### config.mk
export PLATFORM = sky130hd
export DESIGN_NAME = entropy_src_adaptp_ht_monitor
export DESIGN_NICKNAME = d
export VERILOG_FILES = /design/src/rtl/entropy_src_adaptp_ht_monitor.sv
export SDC_FILE = /design/constraint.sdc
export NUM_CORES = 1
export LEC_CHECK = 0
export CAP_MARGIN = 20
export CELL_PAD_IN_SITES_DETAIL_PLACEMENT = 0
export CELL_PAD_IN_SITES_GLOBAL_PLACEMENT = 1
export CORE_UTILIZATION = 35
export DETAILED_ROUTE_END_ITERATION = 7
export PLACE_DENSITY_LB_ADDON = 0.1
export SYNTH_ARGS = -nofsm -noshare
export SYNTH_HDL_FRONTEND = slang
export SYNTH_SLANG_ARGS = --single-unit
### constraint.sdc
create_clock -name clk_i -period 2.3 [get_ports clk_i]
set_clock_uncertainty 0.15 [all_clocks]
set_input_delay 0.23 -clock clk_i [delete_from_list [all_inputs] [get_ports clk_i]]
set_output_delay 0.23 -clock clk_i [all_outputs]
set_load 0.03 [all_outputs]
### src/rtl/entropy_src_adaptp_ht_monitor.sv
// Adaptive proportion health test monitor: samples per-window counts and fail strobes,
// keeps watermarks, saturating fail/window counters, and a consecutive-fail alert.
module entropy_src_adaptp_ht_monitor #(
  parameter int unsigned RegWidth       = 16,
  parameter int unsigned FailCntWidth   = 8,
  parameter int unsigned ConsecCntWidth = 4
) (
  input  logic                      clk_i,
  input  logic                      rst_i,
  input  logic                      active_i,
  input  logic                      clear_i,
  input  logic                      window_wrap_pulse_i,
  input  logic [RegWidth-1:0]       test_cnt_hi_i,
  input  logic [RegWidth-1:0]       test_cnt_lo_i,
  input  logic                      test_fail_hi_pulse_i,
  input  logic                      test_fail_lo_pulse_i,
  input  logic [ConsecCntWidth-1:0] alert_thresh_i,
  output logic [RegWidth-1:0]       watermark_hi_o,
  output logic [RegWidth-1:0]       watermark_lo_o,
  output logic [FailCntWidth-1:0]   total_fail_hi_o,
  output logic [FailCntWidth-1:0]   total_fail_lo_o,
  output logic [RegWidth-1:0]       window_cnt_o,
  output logic [ConsecCntWidth-1:0] consec_fail_o,
  output logic                      alert_pulse_o,
  output logic                      alert_sticky_o
);

  logic                      evt;
  logic                      fail_hi, fail_lo, fail_any;

  logic [RegWidth-1:0]       wm_hi_q, wm_hi_d;
  logic [RegWidth-1:0]       wm_lo_q, wm_lo_d;
  logic [FailCntWidth-1:0]   fail_hi_cnt_q, fail_hi_cnt_d;
  logic [FailCntWidth-1:0]   fail_lo_cnt_q, fail_lo_cnt_d;
  logic [RegWidth-1:0]       window_cnt_q, window_cnt_d;
  logic [ConsecCntWidth-1:0] consec_q, consec_d;
  logic                      alert_pulse_q, alert_pulse_d;
  logic                      alert_sticky_q, alert_sticky_d;

  // Clear has priority over an evaluation event in the same cycle.
  assign evt      = active_i && window_wrap_pulse_i && !clear_i;
  assign fail_hi  = evt && test_fail_hi_pulse_i;
  assign fail_lo  = evt && test_fail_lo_pulse_i;
  assign fail_any = fail_hi || fail_lo;

  always_comb begin
    wm_hi_d        = wm_hi_q;
    wm_lo_d        = wm_lo_q;
    fail_hi_cnt_d  = fail_hi_cnt_q;
    fail_lo_cnt_d  = fail_lo_cnt_q;
    window_cnt_d   = window_cnt_q;
    consec_d       = consec_q;
    alert_pulse_d  = 1'b0;
    alert_sticky_d = alert_sticky_q;

    if (evt) begin
      if (test_cnt_hi_i > wm_hi_q) begin
        wm_hi_d = test_cnt_hi_i;
      end
      if (test_cnt_lo_i < wm_lo_q) begin
        wm_lo_d = test_cnt_lo_i;
      end
      if (window_cnt_q != {RegWidth{1'b1}}) begin
        window_cnt_d = window_cnt_q + 1'b1;
      end
      if (fail_hi && (fail_hi_cnt_q != {FailCntWidth{1'b1}})) begin
        fail_hi_cnt_d = fail_hi_cnt_q + 1'b1;
      end
      if (fail_lo && (fail_lo_cnt_q != {FailCntWidth{1'b1}})) begin
        fail_lo_cnt_d = fail_lo_cnt_q + 1'b1;
      end
      if (fail_any) begin
        if (consec_q != {ConsecCntWidth{1'b1}}) begin
          consec_d = consec_q + 1'b1;
        end
      end else begin
        consec_d = '0;
      end
      // Edge-detect on reaching the threshold so a saturated counter does not re-pulse.
      alert_pulse_d = (alert_thresh_i != '0) && (consec_q != alert_thresh_i) &&
                      (consec_d == alert_thresh_i);
      alert_sticky_d = alert_sticky_q || alert_pulse_d;
    end
  end

  always_ff @(posedge clk_i) begin
    if (rst_i || clear_i) begin
      wm_hi_q        <= '0;
      wm_lo_q        <= '1;
      fail_hi_cnt_q  <= '0;
      fail_lo_cnt_q  <= '0;
      window_cnt_q   <= '0;
      consec_q       <= '0;
      alert_pulse_q  <= 1'b0;
      alert_sticky_q <= 1'b0;
    end else begin
      wm_hi_q        <= wm_hi_d;
      wm_lo_q        <= wm_lo_d;
      fail_hi_cnt_q  <= fail_hi_cnt_d;
      fail_lo_cnt_q  <= fail_lo_cnt_d;
      window_cnt_q   <= window_cnt_d;
      consec_q       <= consec_d;
      alert_pulse_q  <= alert_pulse_d;
      alert_sticky_q <= alert_sticky_d;
    end
  end

  assign watermark_hi_o  = wm_hi_q;
  assign watermark_lo_o  = wm_lo_q;
  assign total_fail_hi_o = fail_hi_cnt_q;
  assign total_fail_lo_o = fail_lo_cnt_q;
  assign window_cnt_o    = window_cnt_q;
  assign consec_fail_o   = consec_q;
  assign alert_pulse_o   = alert_pulse_q;
  assign alert_sticky_o  = alert_sticky_q;

endmodule

==> flow_summary.yaml <==
global_routing:
  met3_usage_pct: 3.56
  grt_pass1_vias: 3432
  grtUsageMet1_pct: 22.5
  grt_max_degree: 50
  grt_usage_pct: 17.2
  antenna_found_initial: 0
  grt-busiest-layer: "met2"
  grt-ovfl-total: 0
  grt_pass1_wl_mm: 16.0
  grt_util_met2_pct: 28.0
sta:
  tightest_slew_ns: 0.699
  fin_crit_sh_pct: 98.2
  hold_viol_final: 0
  drv_slew: 0
  setup_viol: 0
  fin_crit_ns: 2.26
  rsz0062_at_grt: "yes"
  fmax_ghz: 0.443
  relSlewSlack_pct: 53.4
worst_setup_path:
  crit_end: "watermark_lo_o[14]"
  critical_path_depth: 10
  rr_startpoint: "watermark_lo_o[6]"
  crit_type: "reg2reg"
  worst-path-max-fanout: 6
  cp_num_buf_inv: 4
  required_ns: 2.37
  cp_cell_sequence: "inv_2 -> ha_4 -> and4_4 -> buf_6 -> o2111ai_4 -> a2111oi_4 -> buf_6 -> clkbuf_16 -> or3b_1 -> nand3_1"
  worst_path_most_repeated_cell: "buf_6"
  crit_start: "watermark_lo_o[6]"
  r2r-end: "watermark_lo_o[14]"
  r2r_cells: 10
  slowest_stage: "a2111oi_4"
  cp-end-kind: "flip-flop"
  slowest_delay_ns: 0.37
  critPathArrivalTime_ns: 2.33
  r2r_setup_slack_ns: 0.04
  crit_family: "buffers and inverters"
  start_kind: "flip-flop"
layout:
  diodes: 0
  fin_util_pct: 54.5
  drive_gt1_share_pct: 15.0
  syn_to_final_growth_pct: 50.4
  num-nets-final: 692
pwr:
  powerDensity_mw_per_mm2: 434
  p_leak_nw: 2.30
  power_mw: 2.57
  vdd_drop_max_v: 0.000232
synthesis:
  postSynthAreaPerCell_um2: 8.39
  synth_nets: 548
  yosys_most_used_dff: "dfxtp_1"
  ys_ff_latch: 70
  synthArstFlopShare_pct: 0
  synth_edf_count: 0
  ys.warnings.count: 0
  synth_cells: 470
  ys_seq_area_share_pct: 35.5
  synth_area_mm2: 0.00394
  yosysUniqueCellTypes: 50
status:
  outcome: "complete, no violations"
route:
  drtAntennaViolNets: 0
  wl_per_cell_um: 13.5
  dr_total_vias: 3675
  via_per_inst: 4.84
  drtPass1Iterations: 4
  drc: 0
  routed_wl_mm: 10.2
  drtIter0Drc: 203
place:
  place.port_buffers: 112
  gp_congestion: 0.814
  dpl.hpwl_mm: 7.13
cts:
  cts_tree: "yes"
  clk_latency_ns: 0.34
  clockRootBuffer: "clkbuf_8"
  htree_num_levels: 3
  cts_hold_buf: 0
  cts.path.max_buffers: 2
  numCtsBuffers: 9
  path_clk_slew_ns: 0.08
  numClockSinks: 70
floorplanning:
  fp.coreArea_mm2: 0.0109
  row_count: 38
  start_util_pct: 36.2
  die_x_um: 108
  pin_count: 113
  die_area_mm2: 0.0117
  fp.dieH_um: 108
min_path:
  holdCritPathClass: "in2reg"
job:
  maxCapViolations: 0
==> worst min-delay path by stage <==
stage          slack (ns)         startpoint            endpoint  depth (start not counted)
2_1_floorplan        0.21  test_cnt_hi_i[11]  watermark_hi_o[11]                          2
3_3_place_gp         0.29     alert_sticky_o      alert_sticky_o                          1
3_5_place_dp         0.30     alert_sticky_o      alert_sticky_o                          1
4_1_cts              0.31   test_cnt_hi_i[0]   watermark_hi_o[0]                          3
5_1_grt              0.07  test_cnt_hi_i[14]  watermark_hi_o[14]                          3
6_report             0.08  test_cnt_hi_i[14]  watermark_hi_o[14]                          3
==> final cells by class <==
cell class / instances / area (µm²)
clock buffer: 11 / 131
clock inverter: 5 / 60.1
fill: 1063 / 4960
inverter: 35 / 131
multi-input combinational: 346 / 2490
sequential: 70 / 1410
tap: 140 / 175
timing repair buffer: 152 / 1530
==> report_power, final <==
group          internal (mW)  total [mW]  switching (mW)  leakage [nW]
sequential              1.22        1.23         0.00886         0.566
clock                  0.504       0.983           0.479        0.0935
combinational          0.185       0.359           0.174          1.64
==> placed cells by master, fill, tap and decap left out, types with 5 or more instances in the layout <==
cell	n
a21oi_1	21
buf_4	31
clkbuf_8	9
clkdlybuf4s50_1	110
dfxtp_1	61
dfxtp_2	9
ha_1	28
ha_4	7
inv_1	29
inv_2	6
mux2i_1	18
nand2_1	58
nand3_1	30
nand4_1	9
nor2_1	44
nor3_1	6
o21ai_0	21
o21ai_1	5
or3b_1	16
xnor2_1	16
xor2_1	18
==> timing repair <==
action                                 in CTS  in global routing
gates resized for setup                     1                 29
gates cloned                                0                  3
setup buffers                               0                 12
endpoints found under the hold margin       0                  0
setup endpoints to repair                   6                 32
pin swaps                                   0                 25
==> Yosys cell counts (2+ instances only) <==
library cell | instances | area share [%]
nand4_1 | 9 | 1.4
nand2_1 | 58 | 5.5
a21oi_1 | 22 | 2.8
nor4_1 | 4 | 0.63
xnor2_1 | 16 | 3.6
nor2b_1 | 3 | 0.48
a21o_1 | 2 | 0.38
inv_1 | 35 | 3.3
or3b_1 | 16 | 3.6
nor2_1 | 45 | 4.3
or3_1 | 3 | 0.48
o21ai_1 | 4 | 0.51
mux2i_1 | 18 | 4.6
o21ai_0 | 22 | 2.8
o211ai_1 | 2 | 0.38
nor3_1 | 6 | 0.76
and3_1 | 3 | 0.48
dfxtp_1 | 70 | 36
nand3_1 | 30 | 3.8
buf_2 | 3 | 0.38
a221oi_1 | 2 | 0.44
xor2_1 | 18 | 4.0
clkbuf_1 | 14 | 1.3
ha_1 | 35 | 11
and4_1 | 4 | 0.89
a31oi_1 | 2 | 0.32
==> per-layer routing <==
| metal | up-vias | share of wire, % |
|---|---|---|
| met5 | - | 0 |
| met4 | 0 | 1.5 |
| met3 | 14 | 4.8 |
| met2 | 75 | 46 |
| met1 | 1674 | 48 |
| li1 | 1912 | - |
==> worst register-to-register path: stages, from the launching register on <==
cell,delay [ns]
dfxtp_2,0.36
inv_2,0.05
ha_4,0.27
and4_4,0.24
buf_6,0.10
o2111ai_4,0.11
a2111oi_4,0.37
buf_6,0.18
clkbuf_16,0.15
or3b_1,0.10
nand3_1,0.07
==> flip-flops by register name, summed over array words and instances, names as in the netlist <==
signal / flops
consec_fail_o: 4
watermark_hi_o: 16
alert_sticky_o: 1
alert_pulse_o: 1
watermark_lo_o: 16
total_fail_lo_o: 8
window_cnt_o: 16
total_fail_hi_o: 8
==> cell families (layout without fill, tap and decap cells) <==
kind of cell / count (synthesis) / after routing / synth area share (%)
fa+ha+maj: 35 / 35 / 11.1
mux: 18 / 18 / 4.57
flops: 70 / 70 / 35.5
simple gates: 190 / 190 / 24.5
xor+xnor: 34 / 34 / 7.55
buf+inv: 54 / 203 / 5.52
compound gates: 69 / 69 / 11.2
==> per-stage QoR <==
stage	cells	setup slack, ns	hold WS, ns	cell area, µm²	TNS (ns)
floorplan	470	0.00747	0.215	3950	0
global placement	728	-0.285	0.288	5410	-7.19
detailed placement	728	-0.305	0.302	5410	-8.75
CTS	744	0.00458	0.314	5610	0
global route	759	-0.0669	0.0709	5930	-1.46
finish	759	0.0411	0.0827	5930	0
Power figures use the tool's default switching activity.
